--- config.mk ---
export PLATFORM = sky130hd
export DESIGN_NAME = train_presence_detector
export DESIGN_NICKNAME = d
export VERILOG_FILES = /design/src/rtl/railway_pkg.sv /design/src/rtl/sensor_debounce.sv /design/src/rtl/train_presence_detector.sv
export SDC_FILE = /design/constraint.sdc
export NUM_CORES = 1
export LEC_CHECK = 0
export ABC_AREA = 1
export CAP_MARGIN = 20
export CORE_MARGIN = 3
export CORE_UTILIZATION = 37
export DETAILED_ROUTE_END_ITERATION = 8
export PLACE_DENSITY_LB_ADDON = 0.12
export SYNTH_ARGS = -nofsm -noshare
export SYNTH_HDL_FRONTEND = slang
export SYNTH_SLANG_ARGS = --single-unit
--- constraint.sdc ---
create_clock -name clk -period 4.3 [get_ports clk]
set_input_delay 0.43 -clock clk [delete_from_list [all_inputs] [get_ports clk]]
set_output_delay 0.43 -clock clk [all_outputs]
set_load 0.02 [all_outputs]
--- src/rtl/railway_pkg.sv ---
// Shared constants for the train presence detector: FSM state encoding,
// default parameter values and a width helper.
package railway_pkg;

  localparam int unsigned DEB_CYCLES_DEF     = 4;
  localparam int unsigned CNT_W_DEF          = 8;
  localparam int unsigned TIMEOUT_CYCLES_DEF = 1000;

  localparam logic [1:0] ST_CLEAR    = 2'd0;
  localparam logic [1:0] ST_OCCUPIED = 2'd1;
  localparam logic [1:0] ST_FAULT    = 2'd2;

  // Bits needed to hold the value n (at least 1).
  function automatic int unsigned width_for(input int unsigned n);
    return (n < 2) ? 1 : $clog2(n + 1);
  endfunction

endpackage

--- src/rtl/sensor_debounce.sv ---
// Axle sensor front end: 2-flop synchronizer, stable-sample debouncer and
// one-cycle rising-edge pulse of the debounced level.
module sensor_debounce
  import railway_pkg::*;
#(
  parameter int unsigned DEB_CYCLES = DEB_CYCLES_DEF
) (
  input  logic clk,
  input  logic clr,
  input  logic raw,
  output logic rise
);

  localparam int unsigned ARM_CYCLES = DEB_CYCLES + 2;
  localparam int unsigned SW         = width_for(ARM_CYCLES);

  logic          sync1;
  logic          sync2;
  logic          armed;
  logic          level;
  logic          level_q;
  logic [SW-1:0] stable_cnt;

  // Until armed, the input must be seen low long enough to flush the reset
  // zeros out of the synchronizer, so a wheel held across reset is ignored.
  always_ff @(posedge clk or negedge clr) begin
    if (!clr) begin
      sync1      <= 1'b0;
      sync2      <= 1'b0;
      armed      <= 1'b0;
      level      <= 1'b0;
      level_q    <= 1'b0;
      stable_cnt <= '0;
    end else begin
      sync1   <= raw;
      sync2   <= sync1;
      level_q <= level;
      if (!armed) begin
        if (sync2) begin
          stable_cnt <= '0;
        end else if (stable_cnt == SW'(ARM_CYCLES - 1)) begin
          armed      <= 1'b1;
          stable_cnt <= '0;
        end else begin
          stable_cnt <= stable_cnt + SW'(1);
        end
      end else if (sync2 == level) begin
        stable_cnt <= '0;
      end else if (stable_cnt == SW'(DEB_CYCLES - 1)) begin
        level      <= sync2;
        stable_cnt <= '0;
      end else begin
        stable_cnt <= stable_cnt + SW'(1);
      end
    end
  end

  assign rise = level & ~level_q;

endmodule

--- src/rtl/train_presence_detector.sv ---
// Track-section occupancy detector: counts axles in/out and drives x.
// Optional occupancy watchdog enabled by macro OCCUPANCY_TIMEOUT_EN.
module train_presence_detector
  import railway_pkg::*;
#(
  parameter int unsigned DEB_CYCLES     = DEB_CYCLES_DEF,
  parameter int unsigned CNT_W          = CNT_W_DEF,
  parameter int unsigned TIMEOUT_CYCLES = TIMEOUT_CYCLES_DEF
) (
  input  logic             clk,
  input  logic             clr,
  input  logic             entry_raw,
  input  logic             exit_raw,
  output logic             x,
  output logic [CNT_W-1:0] axle_count,
  output logic             fault
);

  logic             entry_ev;
  logic             exit_ev;
  logic             inc;
  logic             dec;
  logic             ovf;
  logic             unf;
  logic             timeout;
  logic [1:0]       state;
  logic [1:0]       state_n;
  logic [CNT_W-1:0] cnt_n;

  sensor_debounce #(.DEB_CYCLES(DEB_CYCLES)) u_entry (
    .clk  (clk),
    .clr  (clr),
    .raw  (entry_raw),
    .rise (entry_ev)
  );

  sensor_debounce #(.DEB_CYCLES(DEB_CYCLES)) u_exit (
    .clk  (clk),
    .clr  (clr),
    .raw  (exit_raw),
    .rise (exit_ev)
  );

`ifdef OCCUPANCY_TIMEOUT_EN
  localparam int unsigned WD_W = width_for(TIMEOUT_CYCLES);

  logic [WD_W-1:0] wd_cnt;

  always_ff @(posedge clk or negedge clr) begin
    if (!clr) begin
      wd_cnt <= '0;
    end else if (state != ST_OCCUPIED || entry_ev || exit_ev) begin
      wd_cnt <= '0;
    end else begin
      wd_cnt <= wd_cnt + WD_W'(1);
    end
  end

  assign timeout = (state == ST_OCCUPIED) && !(entry_ev || exit_ev) &&
                   (wd_cnt == WD_W'(TIMEOUT_CYCLES - 1));
`else
  assign timeout = 1'b0 & (TIMEOUT_CYCLES != 0);
`endif

  always_comb begin
    inc   = entry_ev & ~exit_ev;
    dec   = exit_ev & ~entry_ev;
    ovf   = inc & (axle_count == '1);
    unf   = dec & (axle_count == '0);
    cnt_n = axle_count;
    if (inc && !ovf) begin
      cnt_n = axle_count + CNT_W'(1);
    end else if (dec && !unf) begin
      cnt_n = axle_count - CNT_W'(1);
    end

    state_n = state;
    case (state)
      ST_CLEAR:    if (cnt_n != '0) state_n = ST_OCCUPIED;
      ST_OCCUPIED: if (cnt_n == '0) state_n = ST_CLEAR;
      default:     state_n = ST_FAULT;
    endcase
    if (ovf || unf || timeout) begin
      state_n = ST_FAULT;
    end
  end

  // Outputs are registered from the next state so x tracks the count change.
  always_ff @(posedge clk or negedge clr) begin
    if (!clr) begin
      state      <= ST_CLEAR;
      axle_count <= '0;
      x          <= 1'b0;
      fault      <= 1'b0;
    end else begin
      state      <= state_n;
      axle_count <= cnt_n;
      x          <= (state_n != ST_CLEAR);
      fault      <= (state_n == ST_FAULT);
    end
  end

endmodule
==> flow_metrics.py, run 1 <==
metrics = {
    "floorplan": {
        "design.core.area_mm2": 0.004384,
        "row_count": 24,
        "io_pins": 14,
        "dieArea_mm2": 0.005441,
        "fp.dieW_um": 73.77,
        "die_h_um": 73.77,
        "start_util_pct": 38.76,
    },
    "critical_path": {
        "critPathTopFamily": "buffers and inverters",
        "cp.arrival_ps": 1510,
        "crit_path_end_kind": "output port",
        "path_depth": 1,
        "worst-path-buf-inv": 1,
        "path_cells": "clkdlybuf4s50_1",
        "worstSetupPathType": "flip-flop to output port",
        "required_ps": 3870,
        "start_kind": "flip-flop",
        "slowest_delay_ps": 690,
        "rr_worst_depth": 11,
        "worstPathMaxFanout": 7,
        "slowest_stage": "clkdlybuf4s50_1",
    },
    "synth": {
        "syn-num-nets": 228,
        "ys.flop_type": "dfrtp_1",
        "synth_area_leaders": "dfrtp_1, nand2_1, ha_1",
        "ys_seq_area_share_pct": 39.76,
        "yosysMostFrequentCell": "nand2_1",
        "synth-edff-count": 0,
        "ys_ff_latch": 27,
        "synth_top_area_share_pct": 39.76,
        "ys_top_cells_by_count": "nand2_1, inv_1, dfrtp_1",
        "synth_area_per_cell_um2": 8.053,
        "yosys.area.top_type": "dfrtp_1",
        "syn_area_mm2": 0.001699,
        "netlist_instances": 211,
        "synthArstFlopShare_pct": 100.0,
        "yosys_warnings": 0,
        "synth_cell_type_count": 29,
    },
    "timing": {
        "post-route-period-util_pct": 45.21,
        "period_needed_ps": 1944,
        "tightest_slew_ps": 424.6,
        "fmax_mhz": 514.4,
        "setup_ws_ps": 2356,
        "rsz0062_at_grt": "false",
        "report.final.slew_viol_count": 0,
        "finalSetupTns_ps": 0,
        "finClkSkew_ps": 1.679,
        "setup-violations-final": 0,
        "slew_headroom_pct": 71.70,
        "finalHoldViolCount": 0,
    },
    "global_routing": {
        "grt_pass1_wl_um": 5920,
        "grt_pass1_vias": 1271,
        "grtUsageTotal_pct": 13.82,
        "antenna_found_initial": 0,
        "grt_max_degree": 28,
        "grt_overflow_total": 0,
    },
    "clocking": {
        "clk_latency_ps": 260,
        "htreeDepth": 1,
        "root_buffer": "clkbuf_8",
        "cts_setup_buffers": 0,
        "cts_max_path_buffers": 2,
        "cts_resized": 0,
        "clk_pin_slew_ps": 90,
        "numCtsBuffers": 3,
        "clock-sinks": 27,
        "cts_tree": "done",
        "holdBufCountCts": 0,
    },
    "run_status": {
        "outcome": "finished clean",
    },
    "power": {
        "p_per_area_mw_per_mm2": 692.2,
        "p_leak_nw": 1.006,
        "power.total_mw": 1.336,
        "max-vdd-ir-drop_mv": 0.2640,
    },
    "route": {
        "drc": 0,
        "wirelength_um": 3254,
        "ant_nets": 0,
        "wl_per_cell_um": 11.66,
        "dr.pass1.iters": 4,
        "drt-initial-drc-count": 87,
        "via_per_inst": 4.839,
        "vias": 1350,
    },
    "worst_hold_path": {
        "min_path_cells": 0,
        "hold_class": "flip-flop to flip-flop",
    },
    "final_layout": {
        "num_antenna_cells": 0,
        "nets": 245,
        "area_growth_pct": 13.62,
        "drive_gt1_share_pct": 11.89,
    },
    "place": {
        "port_buffers": 13,
        "dp_slack_ps": 2433,
        "finalWeightedCongestion": 0.8619,
        "post-dp-hpwl_um": 2565,
    },
    "run": {
        "drv_cap": 0,
    },
}
[state kept, by name (all words and copies together), names as in the netlist]
signal	flops
axle_count	8
fault	1
state	1
u_entry.armed	1
u_entry.level	1
u_entry.level_q	1
u_entry.stable_cnt	3
u_entry.sync1	1
u_entry.sync2	1
u_exit.armed	1
u_exit.level	1
u_exit.level_q	1
u_exit.stable_cnt	3
u_exit.sync1	1
u_exit.sync2	1
x	1
[through the flow]
| stage | cells | utilization [%] | hold slack [ps] | instance area, µm² |
|---|---|---|---|---|
| finish | 279 | 44.04 | 354.1 | 1931 |
| global route | 279 | 44.04 | 363.1 | 1931 |
| CTS | 279 | 44.04 | 359.1 | 1931 |
| detailed placement | 275 | 43.01 | 338.1 | 1886 |
| global placement | 275 | 43.01 | 334.2 | 1886 |
| floorplan | 211 | - | 134.4 | 1699 |
[layout by cell type (no fill, tap or decap)]
| cell | synthesis | layout |
|---|---|---|
| inv_2 | 1 | 1 |
| nor2_2 | 3 | 3 |
| o21ai_2 | 1 | 1 |
| nand3b_1 | 1 | 1 |
| a21oi_1 | 6 | 6 |
| ha_1 | 13 | 13 |
| or2_2 | 3 | 3 |
| nor2_1 | 15 | 15 |
| nand2_2 | 4 | 4 |
| buf_4 | 0 | 1 |
| nand3b_4 | 1 | 1 |
| o21ai_0 | 3 | 3 |
| nor2_4 | 4 | 4 |
| clkbuf_8 | 0 | 3 |
| xor2_1 | 4 | 4 |
| o22ai_1 | 4 | 4 |
| o21ai_1 | 1 | 1 |
| nor3_2 | 1 | 1 |
| mux2i_1 | 2 | 2 |
| inv_1 | 33 | 33 |
| clkbuf_1 | 0 | 1 |
| nand4_1 | 3 | 3 |
| nand2_1 | 60 | 60 |
| nor3_1 | 1 | 1 |
| nand2_4 | 3 | 3 |
| clkdlybuf4s50_1 | 0 | 13 |
| dfrtp_1 | 27 | 27 |
| nand3_1 | 12 | 12 |
| nand3_2 | 1 | 1 |
| o21ai_4 | 1 | 1 |
| o21bai_1 | 1 | 1 |
[worst reg2reg max path, delay by kind of cell (launching register included)]
kind,cells,cell delay (ps)
and+or+nand+nor,8,690
DFF,1,440
AOI/OAI and AO/OA,1,290
buffers and inverters,1,180
adders and majority gates,1,170
[logic make-up after synthesis]
kind of cell	Yosys count	synth area share [%]
flops	27	39.76
compound gates	17	6.333
xor+xnor	4	2.062
simple gates	112	32.62
mux	2	1.178
buf+inv	36	8.468
fa+ha+maj	13	9.573
[power by group]
group | switching, mW | internal, mW
sequential | 0.125 | 0.348
clock | 0.0714 | 0.0661
combinational | 0.443 | 0.283
[layer usage]
| metal | share of wire (%) | GRT usage (%) |
|---|---|---|
| met1 | 48 | 19.34 |
| met3 | 3.0 | 2.189 |
| met5 | 0 | 0 |
| met2 | 47 | 22.05 |
| met4 | 1.3 | 3.823 |
[area by class of cell]
type	count	area [µm²]
tap	52	65.06
clock buffer	4	45.04
sequential	27	675.6
fill	445	2454
inverter	34	127.6
timing repair buffer	14	137.6
multi-input combinational	148	879.6
[worst paths after layout]
check | startpoint | slack (ps) | to
setup / recovery | axle_count[2] | 2360 | axle_count[2]
hold / removal | u_exit.sync1 | 350 | u_exit.sync2
setup reg to reg | axle_count[0] | 2430 | x
hold reg to reg | u_exit.sync1 | 350 | u_exit.sync2
max in group asynchronous | clr | 3510 | axle_count[3]
min in group asynchronous | clr | 530 | axle_count[7]
Note: power is estimated with default switching activity, not from simulation.
==> run 2, diff against run 1 <==
Clock period 4.3 ns to 1.8 ns, I/O delays scaled along.
==> run 2 against run 1 <==
Largest power group unchanged; sequential cell count unchanged; wire length increased by 9.9%; first-iteration DRC count down 39%; via count up 4.6%; highest routed layer unchanged; register-to-register slack worse by 2300 ps; non-clock buffer count is 18 higher; clock power grew to 2.6 times the previous value.
==> flow_metrics.py, run 2 (synthesized netlist as in run 1, its figures left out) <==
metrics = {
    "run_status": {
        "outcome": "finished clean",
    },
    "clocking": {
        "clk_latency_ps": 280,
        "htreeDepth": 1,
        "cts_tree": "done",
        "numCtsBuffers": 3,
        "holdBufCountCts": 0,
        "root_buffer": "clkbuf_8",
        "clk_pin_slew_ps": 100,
        "cts_max_path_buffers": 2,
        "clock-sinks": 27,
    },
    "global_routing": {
        "grt_max_degree": 28,
        "grt_pass1_wl_um": 5837,
        "antenna_found_initial": 0,
        "grt_pass1_vias": 1287,
        "grtUsageTotal_pct": 13.94,
        "grt_overflow_total": 0,
    },
    "timing": {
        "fin_hold_ws_ps": 262.5,
        "setup-violations-final": 0,
        "report.final.slew_viol_count": 0,
        "slew_headroom_pct": 76.80,
        "fmax_mhz": 584.7,
        "post-route-period-util_pct": 95.01,
        "period_needed_ps": 1710,
        "setup_ws_ps": 89.77,
        "finClkSkew_ps": 11.49,
        "finalHoldViolCount": 0,
        "tightest_slew_ps": 344.4,
    },
    "floorplan": {
        "start_util_pct": 38.76,
        "design.core.area_mm2": 0.004384,
        "row_count": 24,
        "die_h_um": 73.77,
        "fp.dieW_um": 73.77,
        "io_pins": 14,
        "dieArea_mm2": 0.005441,
    },
    "critical_path": {
        "slowest_delay_ps": 480,
        "worstSetupPathType": "flip-flop to flip-flop",
        "path_cells": "inv_4 -> ha_4 -> nand2_4 -> o21ai_4 -> buf_4 -> nand2_1 -> nand3_1 -> nand2_1 -> nand2_1 -> nor2_1 -> nand2_1 -> nor2_2 -> nand2_1",
        "regToRegSetupSlack_ps": 90,
        "path_common_cell": "nand2_1",
        "slowest_stage": "dfrtp_2",
        "required_ps": 2030,
        "start_kind": "flip-flop",
        "cp.arrival_ps": 1940,
        "crit_path_end_kind": "flip-flop",
        "critPathTopFamily": "simple AND/OR/NAND/NOR gates",
        "worstPathMaxFanout": 7,
        "worst-path-buf-inv": 2,
    },
    "final_layout": {
        "drive_gt1_share_pct": 26.94,
        "fin_util_pct": 49.51,
        "area_growth_pct": 27.76,
        "final_area_mm2": 0.002171,
        "nets": 263,
        "fill_cells": 425,
        "top_regs": "axle_count: 8 flops, u_entry.stable_cnt: 3 flops, u_exit.stable_cnt: 3 flops",
        "regMostFlops": "axle_count",
        "num_antenna_cells": 0,
        "multiInputGateArea_um2": 967.2,
        "ff_latch_area_um2": 683.2,
        "most-common-layout-cells": "nand2_1, inv_1, dfrtp_1",
        "largest_reg_flops": 8,
        "mostFrequentLayoutCell": "nand2_1",
    },
    "run": {
        "drv_cap": 0,
    },
    "place": {
        "dp_slack_ps": -14.70,
        "placed_area_mm2": 0.001977,
        "post-dp-hpwl_um": 2683,
        "finalWeightedCongestion": 0.8806,
        "port_buffers": 13,
    },
    "worst_hold_path": {
        "hold_class": "input pin to async pin",
    },
    "power": {
        "p_per_area_mw_per_mm2": 1734,
        "power.total_mw": 3.764,
        "max-vdd-ir-drop_mv": 0.5567,
        "p_leak_nw": 1.100,
    },
    "route": {
        "vias": 1412,
        "dr.pass1.iters": 6,
        "via_per_inst": 4.754,
        "drc": 0,
        "drt-initial-drc-count": 53,
        "wl_per_cell_um": 12.04,
        "wirelength_um": 3576,
        "ant_nets": 0,
    },
}
## run 2: cell type report
cell class / count / area share (%)
inverters: 34 / 6.110
clock buffers: 3 / 1.902
clock inverters: 1 / 0.4035
flip-flops and latches: 27 / 31.47
well taps: 52 / 2.997
multi-input cells: 148 / 44.55
repair buffers: 32 / 12.56
## run 2: per-stage QoR
stage	setup TNS, ps	std cells
6_report	0	297
5_1_grt	-18.44	297
2_1_floorplan	0	211
3_5_place_dp	-14.70	287
3_3_place_gp	-1.864	287
4_1_cts	0	291
## run 2: where the power goes
group          switching [mW]  total (mW)  internal (mW)
Sequential              0.280        1.12          0.845
Combinational            1.27        2.28           1.00
Clock                   0.201       0.364          0.163
## run 2: per-layer routing
layer	wire, µm	global-route usage, %	vias up
met5	0	0	-
met4	34	5.634	0
met3	65	2.189	4
met2	1807	23.23	12
met1	1667	17.88	668
li1	-	-	728
## run 2: worst register-to-register path, cell delays in order, from the launching register on
cell and delay [ps]:
dfrtp_2 480, inv_4 120, ha_4 150, nand2_4 60, o21ai_4 250, buf_4 160, nand2_1 50, nand3_1 60
nand2_1 70, nand2_1 80, nor2_1 50, nand2_1 60, nor2_2 30, nand2_1 40
## run 2: path summary, 6_finish.rpt
kind | cells past startpoint | to | startpoint
worst max-delay path | 13 | x | axle_count[0]
worst min-delay path | 2 | x | clr
worst max register to register | 13 | x | axle_count[0]
worst min register to register | 0 | u_entry.sync2 | u_entry.sync1
max in group asynchronous | 2 | axle_count[1] | clr
min in group clk | 1 | u_exit.sync1 | exit_raw
## run 2: timing repair
item	CTS	global route
setup endpoints to repair	1	2
hold endpoints to repair	0	0
pin swaps	1	8
resized for setup	0	28
buffers inserted	0	6
cloned	0	0
